`src/rtl/queue_param.sv`:
```
// Parametrised synchronous FIFO on the 10 kHz clock: arbitrary depth, optional
// first-word-fall-through output, threshold flags, sticky error flags and flush.
module queue_param #(
    parameter int WIDTH        = 8,
    parameter int DEPTH        = 8,
    parameter bit FWFT         = 1'b0,
    parameter int AFULL_LEVEL  = DEPTH - 1,
    parameter int AEMPTY_LEVEL = 1,
    localparam int LW          = $clog2(DEPTH + 1)
) (
    input  logic             clk_10khz,
    input  logic             reset,
    input  logic             flush_in,
    input  logic             clear_err_in,
    input  logic [WIDTH-1:0] data_in,
    input  logic             enqueue_in,
    input  logic             dequeue_in,
    output logic [WIDTH-1:0] data_out,
    output logic             valid_out,
    output logic [LW-1:0]    len_out,
    output logic             full_out,
    output logic             empty_out,
    output logic             almost_full_out,
    output logic             almost_empty_out,
    output logic             overflow_out,
    output logic             underflow_out
);

    localparam int PW = (DEPTH > 1) ? $clog2(DEPTH) : 1;

    logic [WIDTH-1:0] mem_r [DEPTH];
    logic [PW-1:0]    wp_r;
    logic [PW-1:0]    rp_r;
    logic [LW-1:0]    len_r;
    logic             overflow_r;
    logic             underflow_r;

    logic             empty_s;
    logic             full_s;
    logic             deq_ok_s;
    logic             enq_ok_s;
    logic             ovf_evt_s;
    logic             unf_evt_s;
    logic [31:0]      len_ext_s;

    // Pointers wrap by explicit compare so non-power-of-two depths work.
    function automatic logic [PW-1:0] ptr_next(input logic [PW-1:0] p);
        if (p == PW'(DEPTH - 1)) begin
            return {PW{1'b0}};
        end else begin
            return p + PW'(1);
        end
    endfunction

    assign empty_s   = (len_r == {LW{1'b0}});
    assign full_s    = (len_r == LW'(DEPTH));
    assign deq_ok_s  = dequeue_in & ~empty_s;
    assign enq_ok_s  = enqueue_in & (~full_s | deq_ok_s);
    assign ovf_evt_s = enqueue_in & full_s & ~deq_ok_s & ~flush_in;
    assign unf_evt_s = dequeue_in & empty_s & ~flush_in;
    assign len_ext_s = 32'(len_r);

    // Pointer and occupancy update; flush overrides any request in the same cycle.
    always_ff @(posedge clk_10khz or negedge reset) begin
        if (!reset) begin
            wp_r  <= {PW{1'b0}};
            rp_r  <= {PW{1'b0}};
            len_r <= {LW{1'b0}};
        end else if (flush_in) begin
            wp_r  <= {PW{1'b0}};
            rp_r  <= {PW{1'b0}};
            len_r <= {LW{1'b0}};
        end else begin
            if (enq_ok_s) begin
                wp_r <= ptr_next(wp_r);
            end
            if (deq_ok_s) begin
                rp_r <= ptr_next(rp_r);
            end
            if (enq_ok_s && !deq_ok_s) begin
                len_r <= len_r + LW'(1);
            end else if (deq_ok_s && !enq_ok_s) begin
                len_r <= len_r - LW'(1);
            end
        end
    end

    // Storage array, intentionally not reset.
    always_ff @(posedge clk_10khz) begin
        if (enq_ok_s && !flush_in) begin
            mem_r[wp_r] <= data_in;
        end
    end

    // Sticky error flags; a new event wins over a coincident clear.
    always_ff @(posedge clk_10khz or negedge reset) begin
        if (!reset) begin
            overflow_r  <= 1'b0;
            underflow_r <= 1'b0;
        end else begin
            if (ovf_evt_s) begin
                overflow_r <= 1'b1;
            end else if (clear_err_in) begin
                overflow_r <= 1'b0;
            end
            if (unf_evt_s) begin
                underflow_r <= 1'b1;
            end else if (clear_err_in) begin
                underflow_r <= 1'b0;
            end
        end
    end

    generate
        if (FWFT) begin : g_fwft
            // Head word shown directly; forced to zero when empty so reset reads clean.
            assign data_out  = empty_s ? {WIDTH{1'b0}} : mem_r[rp_r];
            assign valid_out = ~empty_s;
        end else begin : g_reg
            logic [WIDTH-1:0] data_r;
            logic             valid_r;

            // Registered read port: word captured and pulsed on each accepted dequeue.
            always_ff @(posedge clk_10khz or negedge reset) begin
                if (!reset) begin
                    data_r  <= {WIDTH{1'b0}};
                    valid_r <= 1'b0;
                end else if (flush_in) begin
                    data_r  <= {WIDTH{1'b0}};
                    valid_r <= 1'b0;
                end else begin
                    valid_r <= deq_ok_s;
                    if (deq_ok_s) begin
                        data_r <= mem_r[rp_r];
                    end
                end
            end

            assign data_out  = data_r;
            assign valid_out = valid_r;
        end
    endgenerate

    assign len_out          = len_r;
    assign full_out         = full_s;
    assign empty_out        = empty_s;
    assign almost_full_out  = (len_ext_s >= $unsigned(AFULL_LEVEL));
    assign almost_empty_out = (len_ext_s <= $unsigned(AEMPTY_LEVEL));
    assign overflow_out     = overflow_r;
    assign underflow_out    = underflow_r;

endmodule

```
`config.mk`:
```
export PLATFORM = sky130hd
export DESIGN_NAME = queue_param
export DESIGN_NICKNAME = d
export VERILOG_FILES = /design/src/rtl/queue_param.sv
export SDC_FILE = /design/constraint.sdc
export NUM_CORES = 1
export LEC_CHECK = 0
export ABC_AREA = 1
export CAP_MARGIN = 20
export CORE_ASPECT_RATIO = 0.7
export CORE_MARGIN = 5
export CORE_UTILIZATION = 40
export DETAILED_ROUTE_END_ITERATION = 6
export PLACE_DENSITY = 0.63
export SLEW_MARGIN = 5
export SYNTH_ARGS = -nofsm -noshare
export SYNTH_HDL_FRONTEND = slang
export SYNTH_SLANG_ARGS = --single-unit
export TNS_END_PERCENT = 10
```
`constraint.sdc`:
```
create_clock -name clk_10khz -period 3.2 [get_ports clk_10khz]
set_input_delay 0.64 -clock clk_10khz [delete_from_list [all_inputs] [get_ports clk_10khz]]
set_output_delay 0.64 -clock clk_10khz [all_outputs]
set_load 0.01 [all_outputs]
```
* Yosys cells after proc, flatten, opt, wreduce, memory -nomap -nowiden *
Memory sizes are Yosys's and may differ from the RTL's.
Cells that the tools add are included.

operators by class
  reductions and logical operators = 12
  $add $sub $neg = 4
  multiplexer cells = 17
  $lt $le $gt $ge = 2
  equal/unequal tests = 3
  bitwise gates (word level) = 12

operators by type and width
  operator                                                                             count
  3-bit two-way mux                                                                    6
  8-bit two-way mux                                                                    2
  4-bit two-way mux                                                                    3
  2-bit nonzero test                                                                   4
  1-bit AND                                                                            7
  3-bit by 1-bit adder with 3-bit output, second input constant                        2
  3-bit == test, second input constant                                                 2
  1-bit two-way mux                                                                    6
  4-bit by 1-bit adder with 4-bit output, second input constant                        1
  4-bit == test, second input constant                                                 1
  4-bit by 3-bit greater-or-equal comparator with 1-bit output, second input constant  1
  4-bit by 1-bit <= comparator with 1-bit output, second input constant                1
  4-bit zero test                                                                      1
  1-bit inverter                                                                       4
  4-bit by 1-bit subtractor with 4-bit output, second input constant                   1
  1-bit logical AND                                                                    3
  1-bit zero test                                                                      3
  3-bit nonzero test                                                                   1
  1-bit bitwise OR                                                                     1

word-level totals
  bits in registers = 21
  memories = 1
  input port bits = 14
  RAM bits = 64
  output and inout port bits = 19

memories
  memory  words  bits a word  read ports  clocked after memory_dff  wr ports  RTL line  source
  mem_r   8      8            1           0                         1         31        logic [WIDTH-1:0] mem_r [DEPTH];

* Longest topological paths before layout *
  depth in word-level cells = 10
  depth in mapped cells = 10
  mapped depth without buffers = 10

* Worst setup path before layout *
Ideal clock, no wire load.

  path type = reg-to-reg
  start = reg len_r[0], in the netlist len_out[0]
  end = mem mem_r[0][0] (enable)
  stages on the path, launching flop included = 8
  data required time = 2,830 ps
  arrival = 1,631 ps
  period minus slack after synthesis = 2,001 ps
  path slack = 1,199 ps
  cell sequence = dfrtp_1 > inv_1 > ha_1 > nand3_4 > nor2_4 > nor2_4 > nand2_1 > nor2_1

on the way
  word-level cells in the longest chain between the ends = 8
  elaborated cells between the ends (all ways) = 10
  classes of those cells = 1 x eq/ne; 2 x mux; 5 x bitwise; 2 x reduce/logical

ends and longest elaborated chain
  item                                       RTL line  source
  from (decl)                                34        logic [LW-1:0] len_r;
  from (signal assigned)                     68        len_r <= {LW{1'b0}};
  from (signal assigned)                     72        len_r <= {LW{1'b0}};
  from (signal assigned)                     81        len_r <= len_r + LW'(1);
  4-bit zero test                            55        assign empty_s = (len_r == {LW{1'b0}});
  1-bit inverter                             57        assign deq_ok_s = dequeue_in & ~empty_s;
  1-bit AND                                  57
  1-bit bitwise OR *                         58        assign enq_ok_s = enqueue_in & (~full_s | deq_ok_s);
  1-bit AND *                                58
  1-bit logical AND *                        90        if (enq_ok_s && !flush_in) begin
  1-bit two-way mux *                        90
  1-bit two-way mux (not written as such) *  91        mem_r[wp_r] <= data_in;
  to (decl)                                  31

Every way passes the cells marked *; elsewhere a longest branch is shown, timed or not.

* Worst setup path after layout *
  start = reg len_r[0], in the netlist len_out[0]
  end = out full_out

on the way
  word-level cells in the longest chain between the ends = 1

ends and longest elaborated chain
  item           RTL line  source
  4-bit == test  56        assign full_s = (len_r == LW'(DEPTH));
  to (decl)      21        output logic full_out,

Every way passes these cells.

==> tab_implementation.tex <==
\begin{tabular}{lr}
\hline
Metric & Value \\
\hline
\multicolumn{2}{l}{\textbf{Timing}} \\
\quad Worst relative slew slack & 38.3\% \\
\quad Actual slew at the worst max-slew pin & 923 ps \\
\quad Setup total negative slack & 0 ps \\
\quad Peak clock frequency supported by timing & 0.377 GHz \\
\quad Pins over their slew limit & 0 \\
\quad Maximum clock skew at final layout & 7.18 ps \\
\quad Worst Hold Margin & 475 ps \\
\quad Unrepaired setup endpoints after global routing & false \\
\quad Number of failing hold endpoints at the final stage & 0 \\
\quad Min Tclk post-route & 2650 ps \\
\quad Post-route clock period utilization & 82.9\% \\
\quad \# setup viols final & 0 \\
\multicolumn{2}{l}{\textbf{Worst setup path}} \\
\quad Capture point of the worst reg-to-reg path & mem\_r[4][6] \\
\quad Crit path max-delay cell type & sky130\_fd\_sc\_hd\_\_clkdlybuf4s50\_1 \\
\quad Maximum net fanout on the critical path & 6 \\
\quad Largest stage delay on the critical path & 530 ps \\
\quad Timing startpoint of the critical path & len\_out[0] \\
\quad Crit path required time & 2560 ps \\
\quad Critical Path Start Type & flip-flop \\
\quad Signal arrival time at the worst endpoint & 2010 ps \\
\quad R2R depth & 7 \\
\quad Timing endpoint of the critical path & full\_out \\
\quad Critical path type & reg2out \\
\quad Crit path capture type & output pin \\
\quad Worst reg-to-reg setup slack & 910 ps \\
\quad Crit path cell chain & inv\_1 -> ha\_1 -> nand3\_4 -> inv\_1 -> clkdlybuf4s50\_1 \\
\quad Reg2Reg Launch Point & len\_out[0] \\
\quad Library cell appearing most often on the critical path & sky130\_fd\_sc\_hd\_\_inv\_1 \\
\multicolumn{2}{l}{\textbf{Finish}} \\
\quad Antenna diode instance count & 0 \\
\quad Ratio of cells with drive above 1 in the final layout & 9.52\% \\
\quad Number of filler instances in the final layout & 814 \\
\quad Post-Layout Cell Count & 502 \\
\quad Area growth, synth to finish & 20.9\% \\
\quad Finished layout cell area & 4480 um\^{}2 \\
\quad Number of nets in the finished design & 394 \\
\multicolumn{2}{l}{\textbf{Routing}} \\
\quad Via density per instance & 4.99 \\
\quad First DRT Iteration DRCs & 177 \\
\quad Final ANT Viol Nets & 0 \\
\quad Length of the first detailed-routing pass in iterations & 4 \\
\quad Final routed DRC violation total & 0 \\
\quad Total wire length after detailed routing & 8130 um \\
\quad Vias after detailed routing & 2505 \\
\quad Detailed-route wire length per cell & 16.2 um \\
\multicolumn{2}{l}{\textbf{Synthesis}} \\
\quad Distinct cells, synth & 29 \\
\quad Synthesized Nets & 356 \\
\quad Sequential area share after synthesis & 66.0\% \\
\quad Post-synthesis sequential element count & 85 \\
\quad Gate count after technology mapping & 335 \\
\quad Post-synthesis cell area & 3710 um\^{}2 \\
\quad Synth warn & 0 \\
\quad Area contributors post-synth & sky130\_fd\_sc\_hd\_\_edfxtp\_1, sky130\_fd\_sc\_hd\_\_dfrtp\_1, sky130\_fd\_sc\_hd\_\_nor2\_1 \\
\quad Cell taking the most area after synthesis & sky130\_fd\_sc\_hd\_\_edfxtp\_1 \\
\quad Syn avg cell area & 11.1 um\^{}2 \\
\quad Share of Yosys cell area claimed by the top area cell type & 51.9\% \\
\multicolumn{2}{l}{\textbf{Placement}} \\
\quad Quantity of I/O buffers inserted on ports & 32 \\
\quad Placed inst area & 4160 um\^{}2 \\
\quad Cells after DPL & 486 \\
\quad DP Wirelength & 5650 um \\
\quad RePlAce Congestion & 0.855 \\
\multicolumn{2}{l}{\textbf{Clock network}} \\
\quad CTS root buf & sky130\_fd\_sc\_hd\_\_clkbuf\_16 \\
\quad Max Root-Sink Buffers & 2 \\
\quad Worst-path clk slew & 50 ps \\
\quad Total number of H-tree levels & 3 \\
\quad Setup Buffers After CTS & 0 \\
\quad Total clock buffers created by CTS & 9 \\
\quad Post-CTS resize count & 0 \\
\quad Clk\_lat worst skew & 340 ps \\
\quad Count of clock tree sinks & 85 \\
\quad Clock tree from TritonCTS & yes \\
\quad Hold buffer count at cts & 0 \\
\multicolumn{2}{l}{\textbf{Worst hold path}} \\
\quad Startpoint of the worst hold path & data\_out[2] \\
\quad Type of the most critical hold path & reg2reg \\
\multicolumn{2}{l}{\textbf{Die}} \\
\quad Die H & 90.5 um \\
\quad Core Area & 9030 um\^{}2 \\
\quad Ports placed on the boundary & 33 \\
\quad Die width & 125 um \\
\quad Number of rows created at floorplan & 29 \\
\quad Die Footprint & 11300 um\^{}2 \\
\quad Effective utilization at floorplan & 41.0\% \\
\multicolumn{2}{l}{\textbf{Global routing}} \\
\quad Largest net degree at the start of global routing & 35 \\
\quad Vias in the first global route & 2430 \\
\quad Global-route wire length before repair & 13200 um \\
\quad All-layer global routing usage & 15.2\% \\
\quad Total global routing overflow & 0 \\
\quad Initial antenna violation count & 0 \\
\multicolumn{2}{l}{\textbf{Run}} \\
\quad Maximum capacitance violations & 0 \\
\multicolumn{2}{l}{\textbf{Power}} \\
\quad Sum of internal, switching and leakage power & 0.00362 W \\
\quad Static power due to leakage & 1.73 nW \\
\quad Areal power density over the cells & 808 nW/um\^{}2 \\
\quad IR drop worst, VDD & 376 uV \\
\multicolumn{2}{l}{\textbf{Run status}} \\
\quad Run status & completed \\
\hline
\end{tabular}
-- cell usage after synthesis --
master / n
sky130_fd_sc_hd__nand2_8: 1
sky130_fd_sc_hd__o211ai_1: 8
sky130_fd_sc_hd__o32ai_1: 1
sky130_fd_sc_hd__o21a_1: 1
sky130_fd_sc_hd__o21ai_0: 34
sky130_fd_sc_hd__edfxtp_1: 64
sky130_fd_sc_hd__inv_1: 19
sky130_fd_sc_hd__nand2_1: 50
sky130_fd_sc_hd__o21ai_1: 5
sky130_fd_sc_hd__nand4_1: 2
sky130_fd_sc_hd__o21ai_2: 1
sky130_fd_sc_hd__a21oi_2: 1
sky130_fd_sc_hd__xnor2_1: 1
sky130_fd_sc_hd__nand3b_1: 1
sky130_fd_sc_hd__buf_2: 8
sky130_fd_sc_hd__nand2_4: 1
sky130_fd_sc_hd__ha_1: 7
sky130_fd_sc_hd__buf_6: 2
sky130_fd_sc_hd__o22ai_1: 1
sky130_fd_sc_hd__nand3_4: 2
sky130_fd_sc_hd__inv_2: 2
sky130_fd_sc_hd__clkinv_1: 2
sky130_fd_sc_hd__nand3_1: 24
sky130_fd_sc_hd__nor2_4: 4
sky130_fd_sc_hd__clkbuf_1: 2
sky130_fd_sc_hd__dfrtp_1: 21
sky130_fd_sc_hd__a21oi_1: 1
sky130_fd_sc_hd__nand2_2: 3
sky130_fd_sc_hd__nor2_1: 66
-- cell type report --
class | instances | area, um^2 | area share, %
inverter | 23 | 86.3 | 1.93
multi-input combinational | 215 | 1100 | 24.6
clock inverter | 7 | 90.1 | 2.01
timing repair buffer | 39 | 373 | 8.32
clock buffer | 9 | 225 | 5.03
sequential | 85 | 2450 | 54.6
tap | 124 | 155 | 3.46
-- critical path, delay by kind of cell, from the launching register on --
family,cells,cell delay [ps]
adders and majority gates,1,290
and+or+nand+nor,1,150
buffers and inverters,3,800
DFF,1,440
-- layer usage --
metal / vias to the layer above / routed length (um) / part of all wire [%] / global-route usage (%)
met5: - / 0 / 0 / 0
met3: 10 / 535 / 6.6 / 6.09
met2: 61 / 3560 / 44 / 22.7
met4: 0 / 112 / 1.4 / 3.97
met1: 1208 / 3920 / 48 / 20.8
li1: 1226 / - / - / -
-- stage by stage --
| step | utilization (%) | setup WS [ps] |
|---|---|---|
| 2_1_floorplan | - | 1200 |
| 6_report | 49.6 | 546 |
| 3_5_place_dp | 46.1 | 440 |
| 3_3_place_gp | 46.1 | 518 |
| 4_1_cts | 49.6 | 516 |
| 5_1_grt | 49.6 | 443 |
-- state kept, by name (all words and copies together) (netlist names) --
| name | cells |
|---|---|
| wp_r | 3 |
| len_out | 4 |
| overflow_out | 1 |
| mem_r | 64 |
| rp_r | 3 |
| valid_out | 1 |
| underflow_out | 1 |
| data_out | 8 |
-- report_power, final --
group          internal, W  total, W  switching [W]
sequential         0.00129   0.00137      0.0000857
combinational     0.000455   0.00117       0.000710
clock             0.000678   0.00108       0.000403
-- logic make-up after synthesis --
logic type | Yosys count | share of synthesized area (%)
compound gates | 53 | 8.10
xor+xnor | 1 | 0.236
fa+ha+maj | 7 | 2.36
buf+inv | 35 | 4.22
flops | 85 | 66.0
simple gates | 154 | 19.0
-- layout by cell type (no fill, tap or decap), types with 5 or more instances in the layout --
cell type / instances
sky130_fd_sc_hd__dfrtp_1: 21
sky130_fd_sc_hd__clkbuf_16: 9
sky130_fd_sc_hd__clkdlybuf4s50_1: 32
sky130_fd_sc_hd__o211ai_1: 8
sky130_fd_sc_hd__inv_1: 19
sky130_fd_sc_hd__ha_1: 7
sky130_fd_sc_hd__o21ai_1: 5
sky130_fd_sc_hd__nor2_1: 66
sky130_fd_sc_hd__buf_4: 7
sky130_fd_sc_hd__nand2_1: 50
sky130_fd_sc_hd__nand3_1: 24
sky130_fd_sc_hd__o21ai_0: 34
sky130_fd_sc_hd__edfxtp_1: 64
-- how the worst min path moves through the flow --
stage	to	slack [ps]	depth (start not counted)
2_1_floorplan	data_out[0]	340	0
3_3_place_gp	data_out[0]	460	2
3_5_place_dp	data_out[4]	470	2
4_1_cts	data_out[4]	480	2
5_1_grt	data_out[2]	500	2
6_report	data_out[2]	480	2
Power figures use the tool's default switching activity.
